`src/rtl/dev_timer_pkg.sv`:
```
// dev_timer_pkg
//   Shared definitions for the memory-mapped interval timer:
//   register byte offsets, CTRL bit positions and the CTRL register layout.
//   Optional build macro: DEV_TIMER_CAPTURE_EN (adds the CAPTURE register).
package dev_timer_pkg;

    // Register byte offsets (address bits [1:0] are ignored by the decoder)
    localparam logic [31:0] OFF_CTRL     = 32'h0000_0000;
    localparam logic [31:0] OFF_COUNT    = 32'h0000_0004;
    localparam logic [31:0] OFF_COMPARE  = 32'h0000_0008;
    localparam logic [31:0] OFF_PRESCALE = 32'h0000_000C;
    localparam logic [31:0] OFF_CAPTURE  = 32'h0000_0010;

    // CTRL bit positions
    localparam int CTRL_EN       = 0;
    localparam int CTRL_PERIODIC = 1;
    localparam int CTRL_IRQEN    = 2;
    localparam int CTRL_PEND     = 3;

    // Packed so that the struct bit order matches the CTRL register layout
    typedef struct packed {
        logic pend;
        logic irqen;
        logic periodic;
        logic en;
    } ctrl_t;

endpackage

```
`src/rtl/dev_timer_prescaler.sv`:
```
// dev_timer_prescaler
//   Divides the clock by (PRESCALE + 1) while the timer is enabled.
//   Ports:
//     iCLOCK, inRESET (async, active-low), iRESET_SYNC (sync reset)
//     en_i        : timer enable; while low the internal counter sits at 0
//     prescale_i  : terminal count; a tick is produced when pcnt == prescale_i
//     restart_i   : PRESCALE is being rewritten, restart the count from 0
//     tick_o      : one-cycle tick (combinational from the registered pcnt)
module dev_timer_prescaler (
    input  logic        iCLOCK,
    input  logic        inRESET,
    input  logic        iRESET_SYNC,
    input  logic        en_i,
    input  logic [31:0] prescale_i,
    input  logic        restart_i,
    output logic        tick_o
);

    logic [31:0] pcnt_q;
    logic [31:0] pcnt_d;

    assign tick_o = en_i && (pcnt_q == prescale_i);

    always_comb begin
        pcnt_d = pcnt_q + 32'd1;
        if (!en_i || restart_i || tick_o) begin
            pcnt_d = 32'd0;
        end
    end

    always_ff @(posedge iCLOCK or negedge inRESET) begin
        if (!inRESET) begin
            pcnt_q <= 32'd0;
        end else if (iRESET_SYNC) begin
            pcnt_q <= 32'd0;
        end else begin
            pcnt_q <= pcnt_d;
        end
    end

endmodule

```
`src/rtl/dev_interval_timer.sv`:
```
// dev_interval_timer
//   Memory-mapped 32-bit interval timer (one device slot of the interconnect).
//   Registers: 0x0 CTRL {PEND,IRQEN,PERIODIC,EN}, 0x4 COUNT, 0x8 COMPARE,
//   0xC PRESCALE, 0x10 CAPTURE (only when DEV_TIMER_CAPTURE_EN is defined).
//   Ports:
//     iCLOCK, inRESET (async, active-low), iRESET_SYNC (sync reset)
//     iREQ/iRW/iADDR/iDATA : one-cycle request strobe, accepted when !oBUSY
//     oBUSY                : response buffer full and sink stalled
//     oREQ/oDATA           : read response, held while iBUSY is high
//     iBUSY                : response sink stall
//     oIRQ                 : registered PEND & IRQEN; iACK clears PEND
//   Handshake: a request transfers on any cycle with iREQ=1 and oBUSY=0;
//   a response transfers on any cycle with oREQ=1 and iBUSY=0, and until then
//   oREQ/oDATA stay frozen.
module dev_interval_timer
    import dev_timer_pkg::*;
#(
    parameter logic [31:0] P_PRESCALE_RESET = 32'h0,
    parameter logic [31:0] P_COMPARE_RESET  = 32'hFFFF_FFFF
) (
    input  logic        iCLOCK,
    input  logic        inRESET,
    input  logic        iRESET_SYNC,
    input  logic        iREQ,
    output logic        oBUSY,
    input  logic        iRW,
    input  logic [31:0] iADDR,
    input  logic [31:0] iDATA,
    output logic        oREQ,
    input  logic        iBUSY,
    output logic [31:0] oDATA,
    output logic        oIRQ,
    input  logic        iACK
);

    ctrl_t       ctrl_q, ctrl_d;
    logic [31:0] count_q, count_d;
    logic [31:0] compare_q;
    logic [31:0] prescale_q;
    logic        irq_q;
    logic        resp_valid_q;
    logic [31:0] resp_data_q;

    logic [31:0] reg_addr;
    logic        accept, wr, rd;
    logic        wr_ctrl, wr_count, wr_compare, wr_prescale;
    logic [31:0] rdata;
    logic        tick, match;
    logic        unused_addr_bits;

    assign reg_addr         = {iADDR[31:2], 2'b00};
    assign unused_addr_bits = ^iADDR[1:0];

    assign oBUSY  = resp_valid_q & iBUSY;
    assign accept = iREQ & ~oBUSY;
    assign wr     = accept & iRW;
    assign rd     = accept & ~iRW;

    assign wr_ctrl     = wr && (reg_addr == OFF_CTRL);
    assign wr_count    = wr && (reg_addr == OFF_COUNT);
    assign wr_compare  = wr && (reg_addr == OFF_COMPARE);
    assign wr_prescale = wr && (reg_addr == OFF_PRESCALE);

`ifdef DEV_TIMER_CAPTURE_EN
    logic [31:0] cyc_q;
    logic [31:0] capture_q;
`endif

    // Read mux sees the current (pre-write) register values
    always_comb begin
        rdata = 32'd0;
        case (reg_addr)
            OFF_CTRL:     rdata = {28'd0, ctrl_q};
            OFF_COUNT:    rdata = count_q;
            OFF_COMPARE:  rdata = compare_q;
            OFF_PRESCALE: rdata = prescale_q;
`ifdef DEV_TIMER_CAPTURE_EN
            OFF_CAPTURE:  rdata = capture_q;
`endif
            default:      rdata = 32'd0;
        endcase
    end

    dev_timer_prescaler u_prescaler (
        .iCLOCK      (iCLOCK),
        .inRESET     (inRESET),
        .iRESET_SYNC (iRESET_SYNC),
        .en_i        (ctrl_q.en),
        .prescale_i  (prescale_q),
        .restart_i   (wr_prescale),
        .tick_o      (tick)
    );

    assign match = tick && (count_q == compare_q);

    // COUNT: a bus write beats the tick; a one-shot match freezes the count
    always_comb begin
        count_d = count_q;
        if (wr_count) begin
            count_d = iDATA;
        end else if (match) begin
            count_d = ctrl_q.periodic ? 32'd0 : count_q;
        end else if (tick) begin
            count_d = count_q + 32'd1;
        end
    end

    // CTRL: clears (W1C, ACK) are applied first so a same-cycle match wins
    always_comb begin
        ctrl_d = ctrl_q;
        if (wr_ctrl) begin
            ctrl_d.en       = iDATA[CTRL_EN];
            ctrl_d.periodic = iDATA[CTRL_PERIODIC];
            ctrl_d.irqen    = iDATA[CTRL_IRQEN];
            if (iDATA[CTRL_PEND]) begin
                ctrl_d.pend = 1'b0;
            end
        end
        if (iACK) begin
            ctrl_d.pend = 1'b0;
        end
        if (match) begin
            ctrl_d.pend = 1'b1;
            if (!ctrl_q.periodic) begin
                ctrl_d.en = 1'b0;
            end
        end
    end

    always_ff @(posedge iCLOCK or negedge inRESET) begin
        if (!inRESET) begin
            ctrl_q       <= '0;
            count_q      <= 32'd0;
            compare_q    <= P_COMPARE_RESET;
            prescale_q   <= P_PRESCALE_RESET;
            irq_q        <= 1'b0;
            resp_valid_q <= 1'b0;
            resp_data_q  <= 32'd0;
        end else if (iRESET_SYNC) begin
            ctrl_q       <= '0;
            count_q      <= 32'd0;
            compare_q    <= P_COMPARE_RESET;
            prescale_q   <= P_PRESCALE_RESET;
            irq_q        <= 1'b0;
            resp_valid_q <= 1'b0;
            resp_data_q  <= 32'd0;
        end else begin
            ctrl_q  <= ctrl_d;
            count_q <= count_d;
            irq_q   <= ctrl_q.pend & ctrl_q.irqen;
            if (wr_compare) begin
                compare_q <= iDATA;
            end
            if (wr_prescale) begin
                prescale_q <= iDATA;
            end
            if (rd) begin
                resp_valid_q <= 1'b1;
                resp_data_q  <= rdata;
            end else if (!(resp_valid_q && iBUSY)) begin
                resp_valid_q <= 1'b0;
            end
        end
    end

`ifdef DEV_TIMER_CAPTURE_EN
    // Free-running cycle stamp, sampled into CAPTURE on every match
    always_ff @(posedge iCLOCK or negedge inRESET) begin
        if (!inRESET) begin
            cyc_q     <= 32'd0;
            capture_q <= 32'd0;
        end else if (iRESET_SYNC) begin
            cyc_q     <= 32'd0;
            capture_q <= 32'd0;
        end else begin
            cyc_q <= cyc_q + 32'd1;
            if (match) begin
                capture_q <= cyc_q;
            end
        end
    end
`endif

    assign oREQ  = resp_valid_q;
    assign oDATA = resp_data_q;
    assign oIRQ  = irq_q;

endmodule
```
`config.mk`:
```
export PLATFORM = sky130hd
export DESIGN_NAME = dev_interval_timer
export DESIGN_NICKNAME = d
export VERILOG_FILES = /design/src/rtl/dev_timer_pkg.sv /design/src/rtl/dev_timer_prescaler.sv /design/src/rtl/dev_interval_timer.sv
export SDC_FILE = /design/constraint.sdc
export NUM_CORES = 1
export LEC_CHECK = 0
export ABC_AREA = 1
export ABC_CLOCK_PERIOD_IN_PS = 4100
export CORE_UTILIZATION = 40
export CTS_CLUSTER_SIZE = 25
export DETAILED_ROUTE_END_ITERATION = 8
export PLACE_DENSITY = 0.7
export REMOVE_ABC_BUFFERS = 1
export SYNTH_ARGS = -nofsm -noshare
export SYNTH_HDL_FRONTEND = slang
export SYNTH_SLANG_ARGS = --single-unit
```
`constraint.sdc`:
```
create_clock -name iCLOCK -period 4.1 [get_ports iCLOCK]
set_input_delay 0.41 -clock iCLOCK [delete_from_list [all_inputs] [get_ports iCLOCK]]
set_output_delay 0.41 -clock iCLOCK [all_outputs]
set_load 0.01 [all_outputs]
```
==> results of run 1 <==
-- worst max-delay path, cell delays in order --
cell	delay, ns
sky130_fd_sc_hd__clkdlybuf4s50_1	0.46
sky130_fd_sc_hd__nor2_1	0.04
sky130_fd_sc_hd__nand3_1	0.13
sky130_fd_sc_hd__inv_1	0.08
sky130_fd_sc_hd__nand3_1	0.07
sky130_fd_sc_hd__nor2_1	0.06
sky130_fd_sc_hd__nand3_2	0.09
sky130_fd_sc_hd__clkinv_2	0.21
sky130_fd_sc_hd__nor2_4	0.91
sky130_fd_sc_hd__nand2_1	0.75
sky130_fd_sc_hd__nand3_1	0.28
sky130_fd_sc_hd__nand2_1	0.07
-- layout make-up --
type,count,area [um2]
multi-input cells,1224,5610
clock buffers,20,457
clock inverters,12,95.1
flip-flops and latches,166,4190
inverters,198,744
repair buffers,119,1160
well taps,335,419
fillers,2704,13700
-- cells in the final DEF (no fill, tap or decap), types with 2 or more instances in the layout --
cell type / Yosys / layout
sky130_fd_sc_hd__and2_1: 2 / 2
sky130_fd_sc_hd__nand2_1: 550 / 550
sky130_fd_sc_hd__ha_1: 2 / 2
sky130_fd_sc_hd__buf_4: 1 / 15
sky130_fd_sc_hd__nor3b_1: 3 / 3
sky130_fd_sc_hd__nor4_1: 7 / 7
sky130_fd_sc_hd__nand3b_1: 5 / 5
sky130_fd_sc_hd__dfrtp_1: 134 / 134
sky130_fd_sc_hd__clkinv_4: 0 / 3
sky130_fd_sc_hd__clkbuf_8: 0 / 2
sky130_fd_sc_hd__inv_6: 0 / 2
sky130_fd_sc_hd__nor3_2: 2 / 2
sky130_fd_sc_hd__nor3_1: 42 / 42
sky130_fd_sc_hd__inv_1: 191 / 191
sky130_fd_sc_hd__nand4_1: 24 / 24
sky130_fd_sc_hd__nand3_1: 135 / 135
sky130_fd_sc_hd__nor2_1: 201 / 201
sky130_fd_sc_hd__o2111ai_1: 3 / 3
sky130_fd_sc_hd__o21ai_0: 129 / 129
sky130_fd_sc_hd__xnor2_1: 8 / 8
sky130_fd_sc_hd__xor2_1: 44 / 44
sky130_fd_sc_hd__o21ai_4: 1 / 2
sky130_fd_sc_hd__clkbuf_16: 0 / 17
sky130_fd_sc_hd__nand2_2: 10 / 10
sky130_fd_sc_hd__nand3_2: 2 / 2
sky130_fd_sc_hd__a21oi_1: 8 / 8
sky130_fd_sc_hd__clkinv_2: 1 / 3
sky130_fd_sc_hd__o22ai_1: 29 / 29
sky130_fd_sc_hd__inv_2: 5 / 5
sky130_fd_sc_hd__clkinvlp_4: 0 / 4
sky130_fd_sc_hd__a31oi_1: 5 / 5
sky130_fd_sc_hd__clkdlybuf4s50_1: 0 / 102
sky130_fd_sc_hd__dfstp_2: 32 / 32
-- stage by stage --
| step | instances | total power [mW] | util [%] | cell area [um2] |
|---|---|---|---|---|
| floorplan | 1588 | 2.05 | - | 10500 |
| global placement | 2042 | 2.28 | 46.0 | 12100 |
| detailed placement | 2042 | 2.29 | 46.0 | 12100 |
| CTS | 2074 | 3.84 | 48.1 | 12700 |
| global route | 2074 | 3.97 | 48.1 | 12700 |
| finish | 2074 | 3.82 | 48.1 | 12700 |
-- kinds of logic after synthesis --
logic type	Yosys count	synth area share [%]
buffers and inverters	264	9.62
AND/OR/NAND/NOR	989	38.1
flip-flops	166	38.7
XOR/XNOR	52	4.20
AO/OA/AOI/OAI	181	9.18
adder cells (fa/ha/maj)	2	0.231
-- routing by layer --
metal	part of all wire [%]	track usage [%]
met1	44	36.5
met2	46	42.9
met3	8.1	4.99
met4	2.4	8.94
met5	0	0
-- cell usage after synthesis, types with 2 or more instances --
master	instances
sky130_fd_sc_hd__dfrtp_1	134
sky130_fd_sc_hd__inv_2	5
sky130_fd_sc_hd__xnor2_1	8
sky130_fd_sc_hd__nand3b_1	5
sky130_fd_sc_hd__nor3_1	42
sky130_fd_sc_hd__nand2_1	550
sky130_fd_sc_hd__nor2_1	201
sky130_fd_sc_hd__and2_1	2
sky130_fd_sc_hd__a21oi_1	8
sky130_fd_sc_hd__inv_1	191
sky130_fd_sc_hd__nand4_1	24
sky130_fd_sc_hd__nand2_2	10
sky130_fd_sc_hd__o21ai_0	129
sky130_fd_sc_hd__nor3_2	2
sky130_fd_sc_hd__o2111ai_1	3
sky130_fd_sc_hd__xor2_1	44
sky130_fd_sc_hd__nand3_1	135
sky130_fd_sc_hd__ha_1	2
sky130_fd_sc_hd__o22ai_1	29
sky130_fd_sc_hd__buf_1	2
sky130_fd_sc_hd__buf_2	30
sky130_fd_sc_hd__nor3b_1	3
sky130_fd_sc_hd__dfstp_2	32
sky130_fd_sc_hd__nand3_2	2
sky130_fd_sc_hd__a31oi_1	5
sky130_fd_sc_hd__nor4_1	7
sky130_fd_sc_hd__clkbuf_1	31
-- flip-flops by register name, summed over array words and instances, names as in the netlist --
signal,cells
compare_q,32
count_q,32
oIRQ,1
oREQ,1
prescale_q,32
u_prescaler.pcnt_q,32
ctrl_q,4
oDATA,32
-- how the worst min path moves through the flow --
| stage | from | endpoint | slack (ns) | depth (start not counted) |
|---|---|---|---|---|
| floorplan | inRESET | count_q[0] | 0.11 | 0 |
| global placement | oDATA[11] | oDATA[11] | 0.46 | 2 |
| detailed placement | oDATA[21] | oDATA[21] | 0.46 | 2 |
| CTS | inRESET | u_prescaler.pcnt_q[1] | 0.09 | 1 |
| global route | inRESET | u_prescaler.pcnt_q[1] | 0.10 | 1 |
| finish | inRESET | u_prescaler.pcnt_q[1] | 0.05 | 1 |
-- power breakdown --
part           internal (mW)  switching, mW  total [mW]
sequential              1.72         0.0544        1.77
combinational          0.175          0.323       0.498
clock                  0.815          0.730        1.55
==> summary by stage, run 1 <==
Timing
The smallest setup slack after layout is 0.862 ns. The number of max-slew violations in the final report was 0. The final number of setup-violating endpoints is 0. The worst pin sits at a relative slew slack of 24.7%. The final total negative setup slack is 0 ns. Hold timing on the final database bottoms out at a slack of 0.0500 ns. The worst-margin pin slew is 1.13 ns. Setup repair after global routing left no endpoint under its margin.

The final hold violation count is 0. The post-route minimum period is 3.24 ns. Static timing analysis puts the maximum clock frequency at 309 MHz. The portion of the clock cycle consumed by the worst path in the final layout is 79.0%. The maximum clock skew at final layout is 0.0129 ns.

Critical path
Across all register-to-register paths, the minimum setup slack is ~0.93 ns. The largest fanout on the critical path is 46. The startpoint identified for the worst register-to-register timing path is oREQ. The count of cells along the worst register-to-register path is 9. The data arrival at the endpoint of the critical path is 3.56 ns. The element type at the critical path end is a flip-flop. The setup path with the least slack is of type in2reg. Tracing the worst setup path back leads to its startpoint at iADDR[9]. The endpoint identified for the worst register-to-register timing path is count_q[0].

STA puts the critical path data required time at 4.42 ns. The category of the worst setup path launch point is a primary input. The critical path capture point is count_q[0].

Synth
The dominant register cell in the synthesized netlist is sky130_fd_sc_hd__dfrtp_1. The sequential area share after synthesis is 38.7%. Of all cell types, the one taking the most synthesized area is sky130_fd_sc_hd__dfrtp_1. The async set-reset flop share out of synthesis is 100%. The share of the synthesized area in the top cell type is 30.9%.

The post-synthesis cell type count is 45. Ranked by total cell area, the synthesized netlist is headed by sky130_fd_sc_hd__dfrtp_1, sky130_fd_sc_hd__nand2_1, sky130_fd_sc_hd__dfstp_2. The netlist area before placement is 0.0108 mm2. The number of enable flip-flop cells after synthesis is 0. The number of warnings issued by yosys is 0. Each instance of the synthesized netlist takes up on average 6.55 um2. Synthesis handed over a netlist of 1654 instances. The synthesized design contains 166 register bits.

Placement
Routability-driven placement finished with a final weighted congestion of 1.01. After legalization and detailed placement, the total HPWL measured ~27000 um. During placement, the flow inserted port buffers numbering 103. The worst slack at placement is around 0.47 ns.

Clock network
The TritonCTS clock tree is yes. The clock latency at the later pin of the worst-skew pair is roughly 0.44 ns. The hold buffer count at CTS is 0. The clock transition at the registers of the reported paths is 0.07 ns. The root buffer cell chosen for the clock tree is sky130_fd_sc_hd__clkbuf_16. The clock drives 166 sinks.

The clock passes through at most 2 buffers. The count of H-tree levels built during CTS is 4. The number of gates resized after CTS was 0. Buffers added to address setup during post-CTS repair amount to 0.

The clock buffer count from CTS is 17.

Outcome
The flow ran to the end, but the final reports show violations. The final reports fail on design-rule violations.

Global routing
The global-route wire length before repair is 57700 um. The pin count of the biggest net entering global routing is between 80 and 90. The total global routing track utilization is 26.8%. The initial antenna violation count is 0. The number of global-route vias before repair was 10500.

The total overflow reported by the global router is 0.

Detailed routing
The average vias per placed instance is 5.33. The count of TritonRoute iterations in the first routing pass is 7. The count of nets left with antenna violations once routing finished came out at 0.

Summed over all layers, the routed wires come to around 36000 um. The via total after detailed routing is 11100. The number of design-rule violations left by the first detailed-router iteration is 1036. After detailed routing, the average wire length per cell comes to between 15 and 20 um. The number of DRC violations after detailed routing is 7.

Power and ir drop
The worst ir drop on vdd is 0.302 mV. The leakage power figure is 6.08 nW. The areal power density over the cells is 301 mW/mm2.

Layout
Relative to the synthesized area, the layout overhead comes to 17.1%. The final layout contains 1799 nets. The antenna diode count is 0.

The layout cell share with drive strength beyond 1 is 6.21%.

Die
The row count is 59. The die covers roughly 0.028 mm2. The height of the die is around 170 um. 106 I/O pins were placed. Measured along the x axis, the die boundary spans 167 um.

The area of the core is 0.0264 mm2. For this configuration, the core starts out at a cell density of 41.1%.

Job
Across the run, the number of max-cap violations was 0.

Worst hold path
The worst hold path belongs to the class in2async.
No activity file was read; power rests on OpenSTA's default activity.
==> inputs of run 2 (changes only) <==
Settings changed: ABC_CLOCK_PERIOD_IN_PS 4100 to 2800, PLACE_DENSITY 0.7 to 0.73.
Clock period 4.1 ns to 2.8 ns, I/O delays scaled along.
==> summary by stage, run 2 (synthesis gave the netlist of run 1 again) <==
Global routing
The total global routing track utilization is 26.7% (-0.081 points). The total overflow reported by the global router is 0 (unchanged). The number of global-route vias before repair is 10600 (+0.84%). The global-route wire length before repair is 57900 um (+0.26%). The initial antenna violation count came to 0 (unchanged). The pin count of the biggest net entering global routing is 75 (-16%).

Die
The area of the core is 0.0264 mm2 (unchanged). The boundary pin count is 106 (unchanged). The die outline width is 167 um (unchanged). The die footprint is 0.0278 mm2 (unchanged). The row count is 59 (unchanged).

The height of the die is 167 um (unchanged). The initial core utilization is 41.1% (unchanged).

Layout
The library cell used most frequently in the layout, excluding fill and tap cells, is sky130_fd_sc_hd__nand2_1. The layout cell share with drive strength beyond 1 was 6.80% (+0.59 points). The area growth from synthesis to layout is 19.2%.

The non-filler instance count after layout came to 2086 (+0.58%). The number of inserted filler cells in the final layout came to 2651 (-2.0%). The library cells used most frequently in the layout, excluding fill and tap cells, are sky130_fd_sc_hd__nand2_1, sky130_fd_sc_hd__nor2_1, sky130_fd_sc_hd__inv_1, sky130_fd_sc_hd__nand3_1, sky130_fd_sc_hd__dfrtp_1. The final non-filler cell area is 0.0129 mm2 (+1.8%).

The antenna diode count is 0 (unchanged). The number of nets in the finished design is 1811 (+0.67%).

Critical path
The element type at the critical path end is a flip-flop. The required time reported for the critical path endpoint was 3.12 ns (-1.30 ns). The category of the worst setup path launch point is a flip-flop. The critical path goes through inv_1, nand2_1, nand2_1, nor2_1, nand2_1, nor2_1, nand2_1, nor2_1, nand2_1, nand3b_1, nand2_1, nand2_1, nand2_1.

The critical path capture point is count_q[4]. The worst-case register-to-register setup slack is 0.26 ns (-0.67 ns). The category of the critical setup timing path is reg2reg.

The highest-delay cell along the critical path is sky130_fd_sc_hd__dfrtp_1. In this run the worst setup path begins at count_q[17]. The cell that appears most often on the critical path is sky130_fd_sc_hd__nand2_1.

The count of cells along the worst register-to-register path is 13 (+4). The critical register-to-register path startpoint is count_q[17]. The critical path's largest stage delay came to 0.49 ns (-0.42 ns). The largest fanout on the critical path is 11 (-76%). The data arrival at the endpoint of the critical path is 2.85 ns (-0.71 ns). The worst reg2reg path endpoint is count_q[4].

Detailed routing
The count of TritonRoute iterations in the first routing pass was 7 (unchanged). The number of routed nets with antenna violations is 0 (unchanged). The number of DRC violations after detailed routing is 4 (-3). The wire length per cell after detailed routing is 17.5 um (-0.61%).

The number of design-rule violations left by the first detailed-router iteration is 1034 (-0.19%). The wire length reported by the detailed router came to 36400 um (about the same). The average vias per placed instance is 5.32 (-0.14%).

The via total after detailed routing came to 11100 (+0.43%).

Outcome
The run finished, with violations left. The final reports fail on design-rule violations.

Timing
The fmax is 394 MHz. The number of max-slew violations in the final report was 0 (unchanged). The maximum clock skew at final layout is 0.0136 ns (+0.000655 ns). The smallest setup slack after layout is 0.264 ns (-0.598 ns).

Setup repair after global routing left no endpoint under its margin. Dividing the final minimum period by the clock period gives 90.6%. The final hold slack is 0.463 ns (+0.413 ns). The worst slew slack as a fraction of its limit is 50.2% (+25 points). The final hold violation count is 0 (unchanged).

The final number of setup-violating endpoints is 0 (unchanged). The worst-margin pin slew was 0.747 ns (-0.380 ns). The post-route minimum period is ~2.5 ns.

Placement
The total cell area at the placement stage came to 0.0123 mm2 (+1.1%). The last weighted congestion value of the routability-driven placer was 0.952 (-5.5%). The count of buffers inserted at the top-level ports is 103 (unchanged).

The placed cell count is 2052 (+0.49%). The sum of net half-perimeters after detailed placement is 27100 um (+1.6%). The worst slack at placement is 0.231 ns (-0.237 ns).

Clock network
The root buffer selected by CTS is sky130_fd_sc_hd__clkbuf_16. The buffer levels on the longest clock path is 2 (unchanged). The count of clock tree sinks is 166 (unchanged).

The clock buffer count from CTS is 17 (unchanged). The TritonCTS clock tree is yes. The clock transition at the registers of the reported paths is 0.07 ns (about the same). The count of H-tree levels built during CTS is 4 (unchanged). The clock latency at the later pin of the worst-skew pair is 0.43 ns (about the same).

Power and ir drop
The areal power density over the cells is 453 mW/mm2 (+51%). The leakage power figure is 6.19 nW (+1.8%). The overall power came to 5.85 mW (+53%). The worst ir drop on vdd came to 0.409 mV (+35%).

Job
The count of maximum capacitance violations came to 0 (unchanged).

Worst hold path
The kind of path behind the tightest hold check is in2async.
## run 2: through the flow
step	setup TNS [ns]	util, %
6_report	0	49.0
5_1_grt	0	49.0
4_1_cts	0	48.9
3_5_place_dp	0	46.6
3_3_place_gp	0	46.6
2_1_floorplan	-15.27	-
## run 2: worst min path at each step
stage	end	slack (ns)	from	cells after the start
floorplan	count_q[0]	-0.02	inRESET	0
global placement	u_prescaler.pcnt_q[3]	0.37	inRESET	1
detailed placement	u_prescaler.pcnt_q[3]	0.37	inRESET	1
CTS	u_prescaler.pcnt_q[3]	0.48	inRESET	2
global route	u_prescaler.pcnt_q[3]	0.50	inRESET	2
finish	u_prescaler.pcnt_q[3]	0.46	inRESET	2
## run 2: layer usage
metal / share of wire, % / track usage (%) / vias to the layer above
met5: 0 / 0 / -
met4: 2.1 / 7.89 / 0
met3: 8.3 / 5.58 / 45
met1: 44 / 36.2 / 5220
li1: - / - / 5399
met2: 46 / 43.0 / 438
## run 2: what timing repair did
| item | in CTS | in global routing |
|---|---|---|
| hold endpoints to repair | 59 | 0 |
| hold buffers | 1 | 0 |
| setup endpoints to repair | 0 | 2 |
| gates resized for setup | 0 | 0 |
| setup buffers | 0 | 1 |
## run 2: layout make-up
cell class | count | area (um2) | share of cell area [%]
clock buffers | 19 | 443 | 3.43
clock inverters | 13 | 171 | 1.33
inverters | 198 | 744 | 5.76
multi-input cells | 1224 | 5610 | 43.5
flip-flops and latches | 166 | 4190 | 32.5
well taps | 335 | 419 | 3.24
repair buffers | 131 | 1330 | 10.3
## run 2: critical path: cells and delay by family, from the launching register on
family | cells | cell delay (ns)
DFF | 1 | 0.49
and+or+nand+nor | 12 | 1.80
buffers and inverters | 1 | 0.14
## run 2: where the power goes
group | leakage (nW) | internal (mW) | switching, mW
Combinational | 3.73 | 0.270 | 0.474
Sequential | 2.18 | 2.52 | 0.0776
Clock | 0.283 | 1.44 | 1.07
==> inputs of run 3 (changes only) <==
Settings changed: ABC_AREA 1 to 0.
==> summary by stage, run 3 <==
Outcome
The flow ran to the end, and the final reports show no timing, DRC or antenna violations.

Detailed routing
The via total after detailed routing is 8383 (-24%). The number of design-rule violations left by the first detailed-router iteration is 748 (-28%). The number of DRC violations after detailed routing came to 0 (-4). The count of TritonRoute iterations in the first routing pass came to 5 (-2). The wire length reported by the detailed router is 27800 um (-24%).

The average vias per placed instance came to 5.84 (+9.7%). The wire length per cell after detailed routing is 19.3 um (+11%). The number of routed nets with antenna violations came to 0 (unchanged).

Placement
The placed cell count is 1398 (-32%). The last weighted congestion value of the routability-driven placer is 0.937 (-1.6%). The worst slack at placement is 0.123 ns (-0.109 ns). The sum of net half-perimeters after detailed placement was 19800 um (-27%). The count of buffers inserted at the top-level ports is 103 (unchanged).

Timing
The post-route minimum period is 2.65 ns (+0.116 ns). The worst-margin pin slew is 0.664 ns (-0.0830 ns). The final number of setup-violating endpoints is 0 (unchanged). Setup repair after global routing left no endpoint under its margin.

The final hold violation count came to 0 (unchanged). The fmax came to 377 MHz (-4.4%). The worst slew slack as a fraction of its limit was 55.7% (+5.5 points). The smallest setup slack after layout is 0.148 ns (-0.116 ns).

The final total negative setup slack is 0 ns (unchanged). The maximum clock skew at final layout was 0.00687 ns (-0.00673 ns). The number of max-slew violations in the final report came to 0 (unchanged).

The portion of the clock cycle consumed by the worst path in the final layout is 94.7% (+4.1 points).

Synth
The number of warnings issued by yosys was 0 (unchanged). The flop and latch count out of synthesis is 166 (unchanged). The netlist area before placement is 0.00930 mm2 (-14%). The most used flip-flop cell after synthesis is sky130_fd_sc_hd__dfrtp_1. The sequential area share after synthesis is 45.1% (+6.4 points).

In the synthesized netlist, the cells that appear most often are sky130_fd_sc_hd__nand2_1, sky130_fd_sc_hd__dfrtp_1, sky130_fd_sc_hd__a21oi_1, sky130_fd_sc_hd__xnor2_1, sky130_fd_sc_hd__o21ai_0. By area the synthesized netlist is led by sky130_fd_sc_hd__dfrtp_1, sky130_fd_sc_hd__dfstp_2, sky130_fd_sc_hd__nand2_1. The synthesized instance count was 1021 (-38%). The number of enable flip-flop cells after synthesis was 0 (unchanged). The dominant cell by count in the synthesized netlist is sky130_fd_sc_hd__nand2_1. The cell type with the highest aggregate area in the netlist is sky130_fd_sc_hd__dfrtp_1. The synthesized area divided by synthesized cell count was 9.11 um2 (+39%). The async set-reset flop share out of synthesis was 100% (unchanged).

The share of the synthesized area in the top cell type came to 36.1% (+5.1 points). The post-synthesis cell type count is 60 (+33%).

Power and ir drop
The areal power density over the cells was 462 mW/mm2 (+2.0%). The internal power of the cells came to 4.16 mW (-1.6%). The overall power is 5.35 mW (-8.5%). The sequential share of power is 44.9% (+0.6 points). The net switching power came to 1.19 mW (-27%).

The clock share of power is 48.5% (+5.6 points). The net switching share of the total power was 22.3% (-5.5 points). The leakage power figure was 4.58 nW (-26%). The logic gate share of total power is 6.6% (-6.1 points). The worst ir drop on vdd is 0.362 mV (-12%).

Die
The area of the core was 0.0227 mm2 (-14%). The boundary pin count came to 106 (unchanged). The height of the die is 154 um (-7.3%). The die outline width is 154 um (-7.3%). The row count was 55 (-6.8%). The initial core utilization is 40.9% (-0.19 points). The die footprint came to 0.0239 mm2 (-14%).

Critical path
STA classifies the critical path endpoint as a flip-flop. The critical register-to-register path startpoint is compare_q[2]. The critical path starts at compare_q[2]. The largest fanout on the critical path is 7 (-4). The category of the critical setup timing path is reg2reg. The required time reported for the critical path endpoint is 3.11 ns (about the same). The data arrival at the endpoint of the critical path is 2.97 ns (+0.12 ns).

The category of the worst setup path launch point is a flip-flop.

Worst hold path
The kind of path behind the tightest hold check is in2reg. The beginning of the worst hold path is iRESET_SYNC.

Layout
The core occupancy in the finished layout was 51.0% (+2.0 points). The layout cell share with drive strength beyond 1 came to 13.6% (+6.8 points). The most common cell after layout, fill and taps aside is sky130_fd_sc_hd__nand2_1. Leaving out fill and tap cells, the most frequent cells in the layout are sky130_fd_sc_hd__nand2_1, sky130_fd_sc_hd__dfrtp_1, sky130_fd_sc_hd__clkdlybuf4s50_1, sky130_fd_sc_hd__xnor2_1, sky130_fd_sc_hd__a21oi_1. The non-filler instance count after layout is 1436 (-31%).

The area added between synthesis and finish is 24.6%. The antenna diode count is 0 (unchanged). The number of nets in the finished design is 1211 (-33%).

Global routing
The initial antenna violation count is 0 (unchanged). The total overflow reported by the global router was 0 (unchanged). The number of global-route vias before repair is 8403 (-21%). The pin count of the biggest net entering global routing is 69 (-8.0%). The total global routing track utilization is 24.3% (-2.4 points).

The global-route wire length before repair came to 45000 um (-22%).

Clock network
The count of H-tree levels built during CTS came to 4 (unchanged). The clock transition at the registers of the reported paths was 0.06 ns (about the same). The buffer levels on the longest clock path is 2 (unchanged). The clock latency at the later pin of the worst-skew pair is 0.43 ns (about the same). The tree is rooted in a sky130_fd_sc_hd__clkbuf_16. The clock buffer count from CTS is 17 (unchanged). The count of clock tree sinks is 166 (unchanged). The TritonCTS clock tree is yes.

Job
The count of maximum capacitance violations is 0 (unchanged).
[run 3: through the flow]
step / area [um2] / hold WS [ns]
2_1_floorplan: 9010 / -0.0156
3_3_place_gp: 10900 / 0.342
3_5_place_dp: 10900 / 0.345
4_1_cts: 11500 / 0.239
5_1_grt: 11600 / 0.265
6_report: 11600 / 0.251
[run 3: routing by layer]
layer	global-route usage [%]	wire, um	vias to the layer above
li1	-	-	3862
met1	32.3	11700	4080
met2	37.9	12800	395
met3	6.36	2430	46
met4	9.48	854	0
met5	0	0	-
[run 3: cell families (layout without fill, tap and decap cells)]
family                     Yosys count  in the layout  share of synthesized area (%)
adders and majority gates            2              2                          0.269
and+or+nand+nor                    414            414                           22.2
AOI/OAI and AO/OA                  236            236                           16.5
buffers and inverters               88            218                           4.00
muxes                               22             22                           3.14
DFF                                166            166                           45.1
xor gates and xnor gates            93             93                           8.76
[run 3: power groups by stage]
stage | logic [mW] | clock network (mW) | registers (mW)
5_1_grt | 0.381 | 2.72 | 2.41
6_report | 0.353 | 2.59 | 2.41
2_1_floorplan | 0.0741 | 0 | 2.45
3_3_place_gp | 0.350 | 0 | 2.45
3_5_place_dp | 0.351 | 0 | 2.45
4_1_cts | 0.353 | 2.63 | 2.41
[run 3: layout make-up]
cell class / count / area (um2)
timing repair buffer: 163 / 1560
tap: 285 / 357
multi-input combinational: 767 / 4740
sequential: 166 / 4190
fill: 2071 / 11100
clock inverter: 12 / 201
inverter: 23 / 86.3
clock buffer: 20 / 447
[run 3: final timing paths]
kind	end	slack, ns	cells after the start
max	count_q[9]	0.15	8
min	oIRQ	0.25	2
max reg2reg	count_q[9]	0.15	8
min reg2reg	oDATA[28]	0.48	2
max in group asynchronous	compare_q[7]	1.57	3
min in group asynchronous	u_prescaler.pcnt_q[26]	0.43	2
[run 3: what timing repair did]
item                                    CTS  global route
endpoints found under the setup margin    0             7
setup buffers                             0             5
gates resized for setup                   0             1
hold buffers                              1             0
hold endpoints to repair                 60             0
[run 3: worst max-delay path: stages, from the launching register on]
cell and delay [ns]:
sky130_fd_sc_hd__dfstp_2 0.56, sky130_fd_sc_hd__xnor2_1 0.18, sky130_fd_sc_hd__nand4_1 0.22, sky130_fd_sc_hd__nor4_1 0.56
sky130_fd_sc_hd__and2_1 0.24, sky130_fd_sc_hd__buf_4 0.17, sky130_fd_sc_hd__nor3_1 0.07, sky130_fd_sc_hd__and3_1 0.18
sky130_fd_sc_hd__or3_1 0.35
